## config.mk

```make
export PLATFORM = sky130hd
export DESIGN_NAME = armleocpu_mul_frontend
export DESIGN_NICKNAME = d
export VERILOG_FILES = /design/src/rtl/armleocpu_mul_frontend_pkg.sv /design/src/rtl/armleocpu_mul_frontend_signfix.sv /design/src/rtl/armleocpu_mul_frontend.sv
export SDC_FILE = /design/constraint.sdc
export NUM_CORES = 1
export LEC_CHECK = 0
export ABC_AREA = 1
export BUFFER_PORTS_ARGS = -buffer_cell sky130_fd_sc_hd__buf_2
export CORE_ASPECT_RATIO = 1.5
export CORE_MARGIN = 1.5
export CORE_UTILIZATION = 45
export CTS_CLUSTER_DIAMETER = 40
export CTS_CLUSTER_SIZE = 40
export DETAILED_ROUTE_END_ITERATION = 6
export GPL_TIMING_DRIVEN = 1
export MAX_ROUTING_LAYER = met4
export PLACE_DENSITY_LB_ADDON = 0.2
export SYNTH_ARGS = -nofsm -noshare
export SYNTH_HDL_FRONTEND = slang
export SYNTH_HIERARCHICAL = 1
export SYNTH_SLANG_ARGS = --single-unit
export TNS_END_PERCENT = 1
```

## constraint.sdc

```tcl
create_clock -name clk -period 2.55 [get_ports clk]
set_clock_uncertainty 0.1 [all_clocks]
set_input_delay 0.1275 -clock clk [delete_from_list [all_inputs] [get_ports clk]]
set_output_delay 0.1275 -clock clk [all_outputs]
set_load 0.005 [all_outputs]
```

## src/rtl/armleocpu_mul_frontend_pkg.sv

```systemverilog
// Shared opcodes and frontend state encoding for the RV32M multiply path.
package armleocpu_defines;

  localparam logic [1:0] MUL_OP_MUL    = 2'd0;
  localparam logic [1:0] MUL_OP_MULH   = 2'd1;
  localparam logic [1:0] MUL_OP_MULHSU = 2'd2;
  localparam logic [1:0] MUL_OP_MULHU  = 2'd3;

  typedef enum logic [1:0] {
    STATE_IDLE  = 2'd0,
    STATE_WAIT  = 2'd1,
    STATE_DRAIN = 2'd2
  } mul_fe_state_t;

endpackage

```

## src/rtl/armleocpu_mul_frontend_signfix.sv

```systemverilog
// Operand magnitude conversion and product sign correction / half select.
module armleocpu_mul_signfix
  import armleocpu_defines::*;
(
  input  logic [1:0]  i_op,
  input  logic [31:0] i_rs1,
  input  logic [31:0] i_rs2,
  output logic [31:0] o_factor0,
  output logic [31:0] o_factor1,
  output logic        o_neg,
  input  logic [1:0]  i_res_op,
  input  logic        i_res_neg,
  input  logic [63:0] i_product,
  output logic [31:0] o_result
);

  logic        w_s1;
  logic        w_s2;
  logic [63:0] w_p;

  assign w_s1 = ((i_op == MUL_OP_MULH) || (i_op == MUL_OP_MULHSU)) ? i_rs1[31] : 1'b0;
  assign w_s2 = (i_op == MUL_OP_MULH) ? i_rs2[31] : 1'b0;

  // 0x80000000 negates to itself, which is still the correct unsigned magnitude
  assign o_factor0 = w_s1 ? (~i_rs1 + 32'd1) : i_rs1;
  assign o_factor1 = w_s2 ? (~i_rs2 + 32'd1) : i_rs2;
  assign o_neg     = w_s1 ^ w_s2;

  assign w_p      = i_res_neg ? (~i_product + 64'd1) : i_product;
  assign o_result = (i_res_op == MUL_OP_MUL) ? w_p[31:0] : w_p[63:32];

endmodule

```

## src/rtl/armleocpu_mul_frontend.sv

```systemverilog
// RV32M multiply issue/retire stage between execute and the unsigned multiplier.
module armleocpu_mul_frontend
  import armleocpu_defines::*;
(
  input  logic        clk,
  input  logic        rst,
  input  logic        req_valid,
  output logic        req_ready,
  input  logic [1:0]  req_op,
  input  logic [31:0] req_rs1,
  input  logic [31:0] req_rs2,
  input  logic        kill,
  output logic        res_valid,
  output logic [31:0] res_data,
  output logic        mul_valid,
  output logic [31:0] mul_factor0,
  output logic [31:0] mul_factor1,
  input  logic        mul_ready,
  input  logic [63:0] mul_result
);

  mul_fe_state_t r_state;
  mul_fe_state_t w_next_state;
  logic [1:0]    r_op;
  logic          r_neg;
  logic          r_mul_valid;
  logic [31:0]   r_factor0;
  logic [31:0]   r_factor1;
  logic          r_res_valid;
  logic [31:0]   r_res_data;
  logic [31:0]   w_factor0;
  logic [31:0]   w_factor1;
  logic          w_neg;
  logic [31:0]   w_result;

  armleocpu_mul_signfix u_signfix (
    .i_op      (req_op),
    .i_rs1     (req_rs1),
    .i_rs2     (req_rs2),
    .o_factor0 (w_factor0),
    .o_factor1 (w_factor1),
    .o_neg     (w_neg),
    .i_res_op  (r_op),
    .i_res_neg (r_neg),
    .i_product (mul_result),
    .o_result  (w_result)
  );

  always_ff @(posedge clk) begin
    if (rst) r_state <= STATE_IDLE;
    else     r_state <= w_next_state;
  end

  always_comb begin
    w_next_state = r_state;
    case (r_state)
      STATE_IDLE:  if (req_valid && !kill) w_next_state = STATE_WAIT;
      STATE_WAIT: begin
        if (mul_ready)  w_next_state = STATE_IDLE;
        else if (kill)  w_next_state = STATE_DRAIN;
      end
      STATE_DRAIN: if (mul_ready) w_next_state = STATE_IDLE;
      default:     w_next_state = STATE_IDLE;
    endcase
  end

  // mul_valid is held through DRAIN: the multiplier cannot be aborted
  always_ff @(posedge clk) begin
    if (rst) begin
      r_op        <= MUL_OP_MUL;
      r_neg       <= 1'b0;
      r_mul_valid <= 1'b0;
      r_factor0   <= 32'd0;
      r_factor1   <= 32'd0;
      r_res_valid <= 1'b0;
      r_res_data  <= 32'd0;
    end else begin
      r_res_valid <= 1'b0;
      case (r_state)
        STATE_IDLE: if (req_valid && !kill) begin
          r_op        <= req_op;
          r_neg       <= w_neg;
          r_factor0   <= w_factor0;
          r_factor1   <= w_factor1;
          r_mul_valid <= 1'b1;
        end
        STATE_WAIT: if (mul_ready) begin
          r_mul_valid <= 1'b0;
          if (!kill) begin
            r_res_valid <= 1'b1;
            r_res_data  <= w_result;
          end
        end
        STATE_DRAIN: if (mul_ready) r_mul_valid <= 1'b0;
        default: ;
      endcase
    end
  end

  assign req_ready   = (r_state == STATE_IDLE);
  assign res_valid   = r_res_valid;
  assign res_data    = r_res_data;
  assign mul_valid   = r_mul_valid;
  assign mul_factor0 = r_factor0;
  assign mul_factor1 = r_factor1;

endmodule

```

==> results.toml, run 1 <==
[clocking]
clock_path_buffers = 2
clock-sinks = 103
cts_root_buf = "clkbuf_16"
cts.clk_slew.worst_paths_ns = 0.07
cts_tree = "done"
cts_buffers = 9
htreeDepth = 3
clock_latency_ns = 0.36

[floorplanning]
num_rows = 60
ios = 234
core_mm2 = 0.01787
fp.dieW_um = 113.0
die_h_um = 168.0
start_util = 0.4569
dieArea_mm2 = 0.01897

[route]
drt_wl_total_um = 30480
wl_per_cell_um = 16.43
postRouteAntennaNets = 0
first_pass_iters = 5
num_vias = 9795
viasPerCell = 5.280
drc_errors = 0
drt_iter0_markers = 658

[worst_hold_path]
hp-class = "in -> reg"
hold_end = "mul_factor1[16]$_SDFFE_PP0P_"
min-delay-start = "req_rs2[16]"
holdPathStages = 4

[placement]
place.gp.congestion = 1.079
numPortBuffers = 233
dp_hpwl_um = 24070

[setup_path]
max_stage_delay_ns = 0.55
cpMaxStageDelayCell = "dlygate4sd3_1"
critPathArrivalTime_ns = 2.24
cp_data_required_time_ns = 2.67
rrSetupSlack_ns = 0.70
path_max_fanout = 5
worstRegToRegCells = 6
path_class = "in -> reg"
startpoint_type = "input port"
timing.rr.end = "res_data[22]$_SDFFE_PP0P_"
path_cells = "dlygate4sd3_1, buf_2, inv_1, ha_1, nand3_2, nor2_2, nand3_1, o21ai_2, nand3_1, xor2_1, nand2_1, a21oi_1"
crit-reg2reg-launch = "r_state[1]$_SDFFE_PP0P_"
cpMostUsedCell = "nand3_1"
critPathCaptureType = "flip-flop"

[timing]
slew_viol_final = 0
slew_headroom = 0.5033
max_freq_mhz = 472.4
setup_viol = 0
fin_tns_setup_ns = 0
tightest_slew_ns = 0.7450
whs_ns = 0.01276
finalCritPeriodShare = 0.8302
rsz0062_at_grt = "no"
timing.final.crit_period_ns = 2.117
finalHoldViolations = 0

[logic_synthesis]
synth_common_cells = "434 x nand2_1, 182 x nor2_1, 128 x inv_1, 125 x a21oi_1, 124 x nand3_1"
synth_edf_count = 0
yosysTopAreaCellShare = 0.2526
synthesis.nets = 1549
synth.most_common_cell = "nand2_1"
synthArstFlopShare = 0
synth.yosys.seq_area_share = 0.2526
netlist-cell-type-count = 37
ys_ff_latch = 103
synth_area_leaders = "dfxtp_1 25%, nand2_1 20%, nor2_1 8.4%, a21oi_1 7.7%, nand3_1 7.6%"
syn-cell-area_mm2 = 0.008163
syn_area_per_cell_um2 = 5.810
synth_ff_type = "dfxtp_1"
yosysTopAreaCell = "dfxtp_1"
syn-instance-count = 1405
synth_warnings = 6

[flow_run]
maxCapViolCount = 0

[grt]
globalRouteMet2Util = 0.5891
grt_busiest_layer = "met2"
grt_max_degree = 70
grt_pass1_wl_um = 47150
gr-total-overflow = 0
grt_use_total = 0.3262
antenna_found_initial = 0
use_met3 = 0.05184
grt_use_met1 = 0.3262
grt_pass1_vias = 9332

[cells_and_area]
diodes = 0
layout-drive-gt1-share = 0.1966
finalNetCount = 1777
area_growth_pct = 22.95

[power_and_ir_drop]
powerDensity_mw_per_mm2 = 465.0
ir_drop_uv = 262.0
p_leak_nw = 4.609

[outcome]
status = "complete, no violations"
cells in the final DEF, fill, tap and decap left out, drive strengths merged:
cell and count:
o21bai 2, o211ai 2, o22ai 1, nand3b 10, clkbuf 9, bufinv 1, dlygate4sd3 22, or2 7
a21boi 1, a31oi 3, ha 9, buf 247, nand3 133, clkinv 5, nor4 1, o21ai 95
nand2 443, nand4 17, a21oi 125, xor2 41, xnor2 15, nor2 199, dfxtp 103, inv 136
nor3 11
layout make-up:
class | instances | area, um^2
Fill cell | 1970 | 7831
Multi-Input combinational cell | 1115 | 5338
Sequential cell | 103 | 2063
Timing Repair Buffer | 269 | 1541
Inverter | 135 | 506.7
Tap cell | 217 | 271.5
Clock buffer | 9 | 225.2
Clock inverter | 7 | 90.09
critical path: cells and delay by family:
family,cells,cell delay [ns]
AO/OA/AOI/OAI,2,0.37
AND/OR/NAND/NOR,5,0.64
XOR/XNOR,1,0.17
buffers and inverters,3,0.75
adder cells (fa/ha/maj),1,0.18
kinds of logic (layout without fill, tap and decap cells):
group	Yosys count	count (layout)	share of synthesized area
and+or+nand+nor	821	821	0.4316
buffers and inverters	187	420	0.09381
DFF	103	103	0.2526
adders and majority gates	9	9	0.01380
AOI/OAI and AO/OA	229	229	0.1481
xor gates and xnor gates	56	56	0.06009
metal layers:
| layer | wire (um) | vias to the layer above |
|---|---|---|
| met1 | 11270 | 4362 |
| met3 | 1774 | 98 |
| met5 | 0 | - |
| li1 | - | 4958 |
| met2 | 15350 | 377 |
| met4 | 2075 | 0 |
what timing repair did:
action / in CTS / in global routing
gates resized for setup: 0 / 0
setup buffers: 0 / 0
hold endpoints to repair: 21 / 0
hold buffers: 22 / 0
per-stage QoR:
stage	instance area [um^2]	worst slack, ns	cells	power [mW]	util
after floorplan	8163	0.9315	1405	2.622	-
after global placement	9500	0.4412	1817	3.148	0.5317
after detailed placement	9500	0.4429	1817	3.155	0.5317
after CTS	10040	0.4606	1855	4.699	0.5617
after global routing	10040	0.2764	1855	4.924	0.5617
final	10040	0.4331	1855	4.667	0.5617
worst max path at each step:
stage             startpoint  slack, ns                      endpoint  depth (start not counted)
2_1_floorplan  mul_result[1]       0.93     res_data[30]$_SDFFE_PP0P_                         11
3_3_place_gp   mul_result[1]       0.44     res_data[18]$_SDFFE_PP0P_                         13
3_5_place_dp   mul_result[1]       0.44     res_data[18]$_SDFFE_PP0P_                         13
4_1_cts            req_op[0]       0.46   mul_factor0[9]$_SDFFE_PP0P_                         10
5_1_grt            req_op[1]       0.28   mul_factor0[2]$_SDFFE_PP0P_                         11
6_report          req_rs1[0]       0.43  mul_factor0[24]$_SDFFE_PP0P_                         12
where the power goes:
part / switching, mW / total (mW) / internal (mW)
Sequential: 0.0630 / 1.79 / 1.72
Combinational: 0.858 / 1.38 / 0.517
Clock: 0.720 / 1.51 / 0.785
state kept, by name, summed over array words and instances, names as in the netlist:
name,flops
r_neg,1
r_state,2
mul_valid,1
res_data,32
mul_factor1,32
res_valid,1
mul_factor0,32
r_op,2
(Power assumes the default switching activity.)
==> run 2: changes to the inputs <==
Clock period 2.55 ns to 2.1 ns, I/O delays scaled along.
==> run 2 against run 1 <==
Total power rose by 21%. Cell count up 1.3%. Utilization grew 1.6 points. First-iteration DRC count down 14%. Routed wire length grew 3.2%. Sequential power up 21%. Die area did not move. Worst setup slack worse by 0.33 ns. Count of clock-buffer cells in the layout is the same. Non-clock buffer count grew 24. Critical path depth unchanged.
==> results.toml, run 2 (synthesis gave the netlist of run 1 again) <==
[route]
postRouteAntennaNets = 0
num_vias = 10012
drt_wl_total_um = 31460
drt_iter0_markers = 569
viasPerCell = 5.328
first_pass_iters = 5
wl_per_cell_um = 16.74
drc_errors = 0

[clocking]
cts_root_buf = "clkbuf_16"
cts_buffers = 9
htreeDepth = 3
cts.clk_slew.worst_paths_ns = 0.08
cts_tree = "done"
clock_latency_ns = 0.36
clock_path_buffers = 2
clock-sinks = 103

[grt]
grt_max_degree = 70
grt_use_met1 = 0.3458
grt_pass1_vias = 9484
grt_use_total = 0.3335
antenna_found_initial = 0
globalRouteMet2Util = 0.6068
gr-total-overflow = 0
grt_busiest_layer = "met2"
use_met3 = 0.03780
grt_pass1_wl_um = 48270

[floorplanning]
core_mm2 = 0.01787
ios = 234
num_rows = 60
fp.dieW_um = 113.0
dieArea_mm2 = 0.01897
die_h_um = 168.0
start_util = 0.4569

[timing]
slew_viol_final = 0
setup_viol = 0
tightest_slew_ns = 0.7280
finalHoldViolations = 0
finalCritPeriodShare = 0.9531
rsz0062_at_grt = "yes"
final.setup.worst_slack_ns = 0.09848
timing.final.crit_period_ns = 2.002
max_freq_mhz = 499.6
slew_headroom = 0.5147

[placement]
numPortBuffers = 233
dpl_worst_slack_ns = -0.08952
dp.cells = 1831
place.gp.congestion = 1.026
dp_hpwl_um = 24490

[setup_path]
startpoint_type = "input port"
cp_num_buf_inv = 3
critPathArrivalTime_ns = 2.19
rrSetupSlack_ns = 0.11
worstRegToRegCells = 8
crit-reg2reg-launch = "r_neg$_SDFFE_PP0P_"
path_cells = "dlygate4sd3_1, buf_2, inv_1, ha_2, nand3_4, nor2_4, nand3_2, o21ai_4, nand2_2, xor2_1, nand2_1, a21oi_1"
path_max_fanout = 5
critPathTopFamily = "buffers and inverters"
critPathCaptureType = "flip-flop"
cpMaxStageDelayCell = "dlygate4sd3_1"
max_stage_delay_ns = 0.53
timing.rr.end = "res_data[0]$_SDFFE_PP0P_"
path_class = "in -> reg"
cp_data_required_time_ns = 2.29

[cells_and_area]
final_common_cell = "nand2_1"
final_cell_mix = "433 x nand2_1, 233 x buf_2, 181 x nor2_1"
fin_cells = 1879
area_growth_pct = 26.52
finalNetCount = 1801
layout-drive-gt1-share = 0.2088
diodes = 0
final_util = 0.5780

[outcome]
status = "complete, no violations"

[power_and_ir_drop]
p_leak_nw = 4.740
powerDensity_mw_per_mm2 = 548.9
ir_drop_uv = 396.1

[worst_hold_path]
holdPathStages = 4
hold_end = "mul_factor1[31]$_SDFFE_PP0P_"
hp-class = "in -> reg"
min-delay-start = "req_rs2[31]"

[flow_run]
maxCapViolCount = 0
==> run 2: what timing repair did <==
item	in CTS	in global routing
endpoints found under the hold margin	29	0
endpoints found under the setup margin	0	15
buffers inserted	0	2
resized for setup	0	16
hold buffers	30	0
==> run 2: power breakdown <==
part           internal (mW)  switching (mW)  total (mW)
Combinational          0.663            1.06        1.73
Sequential              2.09          0.0749        2.17
Clock                  0.940           0.833        1.77
Total                   3.70            1.97        5.67
==> run 2: worst max path at each step <==
stage                             start                            to  slack (ns)  cells past startpoint
after CTS                    req_rs1[0]  mul_factor0[20]$_SDFFE_PP0P_        0.04                     12
after global routing         req_rs2[2]  mul_factor1[27]$_SDFFE_PP0P_       -0.01                     12
after floorplan           mul_result[1]     res_data[30]$_SDFFE_PP0P_        0.50                     11
final                        req_rs1[0]  mul_factor0[20]$_SDFFE_PP0P_         0.1                     12
after global placement    mul_result[1]      res_data[0]$_SDFFE_PP0P_       -0.11                     12
after detailed placement  mul_result[1]      res_data[0]$_SDFFE_PP0P_       -0.09                     12
==> run 2: worst reg2reg max path: stages (launching register included) <==
cell,delay (ns)
dfxtp_2,0.40
buf_12,0.21
o21ai_0,0.23
nand2_1,0.13
nand2_1,0.05
nand3_1,0.11
o21ai_0,0.16
o21ai_0,0.41
a21oi_1,0.07
==> run 2: metal layers <==
| metal | vias to the layer above | routed length, um |
|---|---|---|
| met1 | 4502 | 11490 |
| met4 | 0 | 1889 |
| li1 | 5005 | - |
| met3 | 112 | 1770 |
| met5 | - | 0 |
| met2 | 393 | 16310 |
==> run 2: through the flow <==
step | setup TNS [ns] | total power [mW] | area, um^2 | hold slack, ns
after floorplan | 0 | 3.183 | 8163 | 0.08158
after global placement | -0.1098 | 3.843 | 9618 | 0.2156
after detailed placement | -0.08952 | 3.854 | 9618 | 0.2176
after CTS | 0 | 5.682 | 10230 | 0.007712
after global routing | -0.03780 | 5.993 | 10330 | 0.02415
final | 0 | 5.669 | 10330 | 0.01146
==> run 2: final cells by class <==
| class | instances | area (um^2) |
|---|---|---|
| tap | 217 | 271.5 |
| inverter | 135 | 506.7 |
| timing repair buffer | 293 | 1754 |
| multi-input combinational | 1115 | 5421 |
| clock inverter | 7 | 85.08 |
| fill | 1920 | 7540 |
| sequential | 103 | 2063 |
| clock buffer | 9 | 225.2 |
==> run 3: changes to the inputs <==
Settings changed: RECOVER_POWER set to 50.
==> run 3 against run 2 <==
Worst hold slack better by 0.0034 ns. Cell count did not move. Clock power about the same. Critical path type unchanged. Sequential cell count unchanged. Critical path depth unchanged. Utilization down 0.41 points.
==> results.toml, run 3 (synthesis gave the netlist of run 1 again) <==
[outcome]
status = "complete, no violations"

[grt]
grt_pass1_wl_um = 48270
grt_max_degree = 70
gr-total-overflow = 0
grt_pass1_vias = 9484
antenna_found_initial = 0
grt_use_total = 0.3335

[route]
drt_iter0_markers = 626
first_pass_iters = 6
num_vias = 9994
wl_per_cell_um = 16.72
postRouteAntennaNets = 0
drt_wl_total_um = 31410
drc_errors = 0
viasPerCell = 5.319

[worst_hold_path]
holdPathStages = 4
hold_end = "mul_factor1[31]$_SDFFE_PP0P_"
min-delay-start = "req_rs2[31]"
hp-class = "in -> reg"

[placement]
numPortBuffers = 233
dp_hpwl_um = 24490
dpl_worst_slack_ns = -0.08952
place.gp.congestion = 1.026
dp.cells = 1831

[floorplanning]
dieArea_mm2 = 0.01897
start_util = 0.4569
ios = 234
num_rows = 60
die_h_um = 168.0
core_mm2 = 0.01787
fp.dieW_um = 113.0

[timing]
slew_viol_final = 0
whs_ns = 0.01481
tightest_slew_ns = 0.7316
setup_viol = 0
max_freq_mhz = 497.4
timing.final.crit_period_ns = 2.010
final.setup.worst_slack_ns = 0.08962
slew_headroom = 0.5123
finalHoldViolations = 0
rsz0062_at_grt = "yes"
finalCritPeriodShare = 0.9573

[cells_and_area]
area_growth_pct = 25.61
layout-drive-gt1-share = 0.1733
seqCellArea_mm2 = 0.002063
diodes = 0
fillerInstances = 1948
final_cell_mix = "433 x nand2_1, 181 x nor2_1, 174 x buf_2"
finalNetCount = 1801
multi_input_area_mm2 = 0.005421
final_util = 0.5739
final_common_cell = "nand2_1"
fin_cells = 1879

[power_and_ir_drop]
powerDensity_mw_per_mm2 = 551.4
power.net_switching_mw = 1.978
pwr-share-comb = 0.302
sw_frac_of_total = 0.3498
ir_drop_uv = 394.3
p_leak_nw = 4.492
pwr-share-seq = 0.384
clkPwrFrac = 0.314
finalPower_mw = 5.653
cell_internal_pwr_mw = 3.676

[clocking]
htreeDepth = 3
clock_latency_ns = 0.36
cts_buffers = 9
clock-sinks = 103
cts_root_buf = "clkbuf_16"
clock_path_buffers = 2
cts.clk_slew.worst_paths_ns = 0.08
cts_tree = "done"

[setup_path]
critPathTopFamily = "buffers and inverters"
path_cells = "dlygate4sd3_1, buf_2, inv_1, ha_2, nand3_4, nor2_4, nand3_2, o21ai_4, nand2_2, xor2_1, nand2_1, a21oi_1"
worstRegToRegCells = 8
cp_num_buf_inv = 3
rrSetupSlack_ns = 0.10
startpoint_type = "input port"
path_class = "in -> reg"
crit-reg2reg-launch = "r_neg$_SDFFE_PP0P_"
cp_data_required_time_ns = 2.29
critPathCaptureType = "flip-flop"
critPathArrivalTime_ns = 2.20
max_stage_delay_ns = 0.53
timing.rr.end = "res_data[0]$_SDFFE_PP0P_"
path_max_fanout = 5
cpMaxStageDelayCell = "dlygate4sd3_1"

[flow_run]
maxCapViolCount = 0
-- run 3: final cells by class --
cell class,count,area share
Clock inverter,7,0.008298
Clock buffer,9,0.02196
Sequential cell,103,0.2012
Inverter,135,0.04942
Timing Repair Buffer,293,0.1639
Multi-Input combinational cell,1115,0.5287
Tap cell,217,0.02648
-- run 3: worst max-delay path by stage --
| stage | start | end | slack (ns) | depth (start not counted) |
|---|---|---|---|---|
| 6_report | req_rs1[0] | mul_factor0[20]$_SDFFE_PP0P_ | 0.09 | 12 |
| 3_3_place_gp | mul_result[1] | res_data[0]$_SDFFE_PP0P_ | -0.11 | 12 |
| 2_1_floorplan | mul_result[1] | res_data[30]$_SDFFE_PP0P_ | 0.50 | 11 |
| 5_1_grt | req_rs2[2] | mul_factor1[27]$_SDFFE_PP0P_ | -0.01 | 12 |
| 3_5_place_dp | mul_result[1] | res_data[0]$_SDFFE_PP0P_ | -0.09 | 12 |
| 4_1_cts | req_rs1[0] | mul_factor0[20]$_SDFFE_PP0P_ | 0.04 | 12 |
-- run 3: worst min-delay path: stages --
cell and delay, ns:
buf_2 0.10, a21boi_0 0.11, nand2_1 0.06, a21oi_1 0.05
-- run 3: power by group through the flow --
| stage | clock network, mW | logic (mW) | registers, mW |
|---|---|---|---|
| 6_report | 1.78 | 1.71 | 2.17 |
| 5_1_grt | 1.90 | 1.89 | 2.19 |
| 4_1_cts | 1.82 | 1.70 | 2.17 |
| 3_5_place_dp | 0 | 1.64 | 2.21 |
| 3_3_place_gp | 0 | 1.63 | 2.21 |
| 2_1_floorplan | 0 | 0.966 | 2.22 |
-- run 3: per-layer routing --
metal,track usage,share of wire
met1,0.3458,0.37
met2,0.6068,0.52
met3,0.03780,0.054
met4,0.1897,0.057
met5,-,0
-- run 3: what timing repair did --
item                                   4_1_cts  5_1_grt
endpoints found under the hold margin       29        0
buffers inserted                             0        2
setup endpoints to repair                    0       15
gates resized for setup                      0       16
hold buffers                                30        0
-- run 3: per-stage QoR --
stage | TNS (ns) | instance area, um^2
floorplan | 0 | 8163
global route | -0.03780 | 10250
global placement | -0.1098 | 9618
detailed placement | -0.08952 | 9618
finish | 0 | 10250
CTS | 0 | 10230
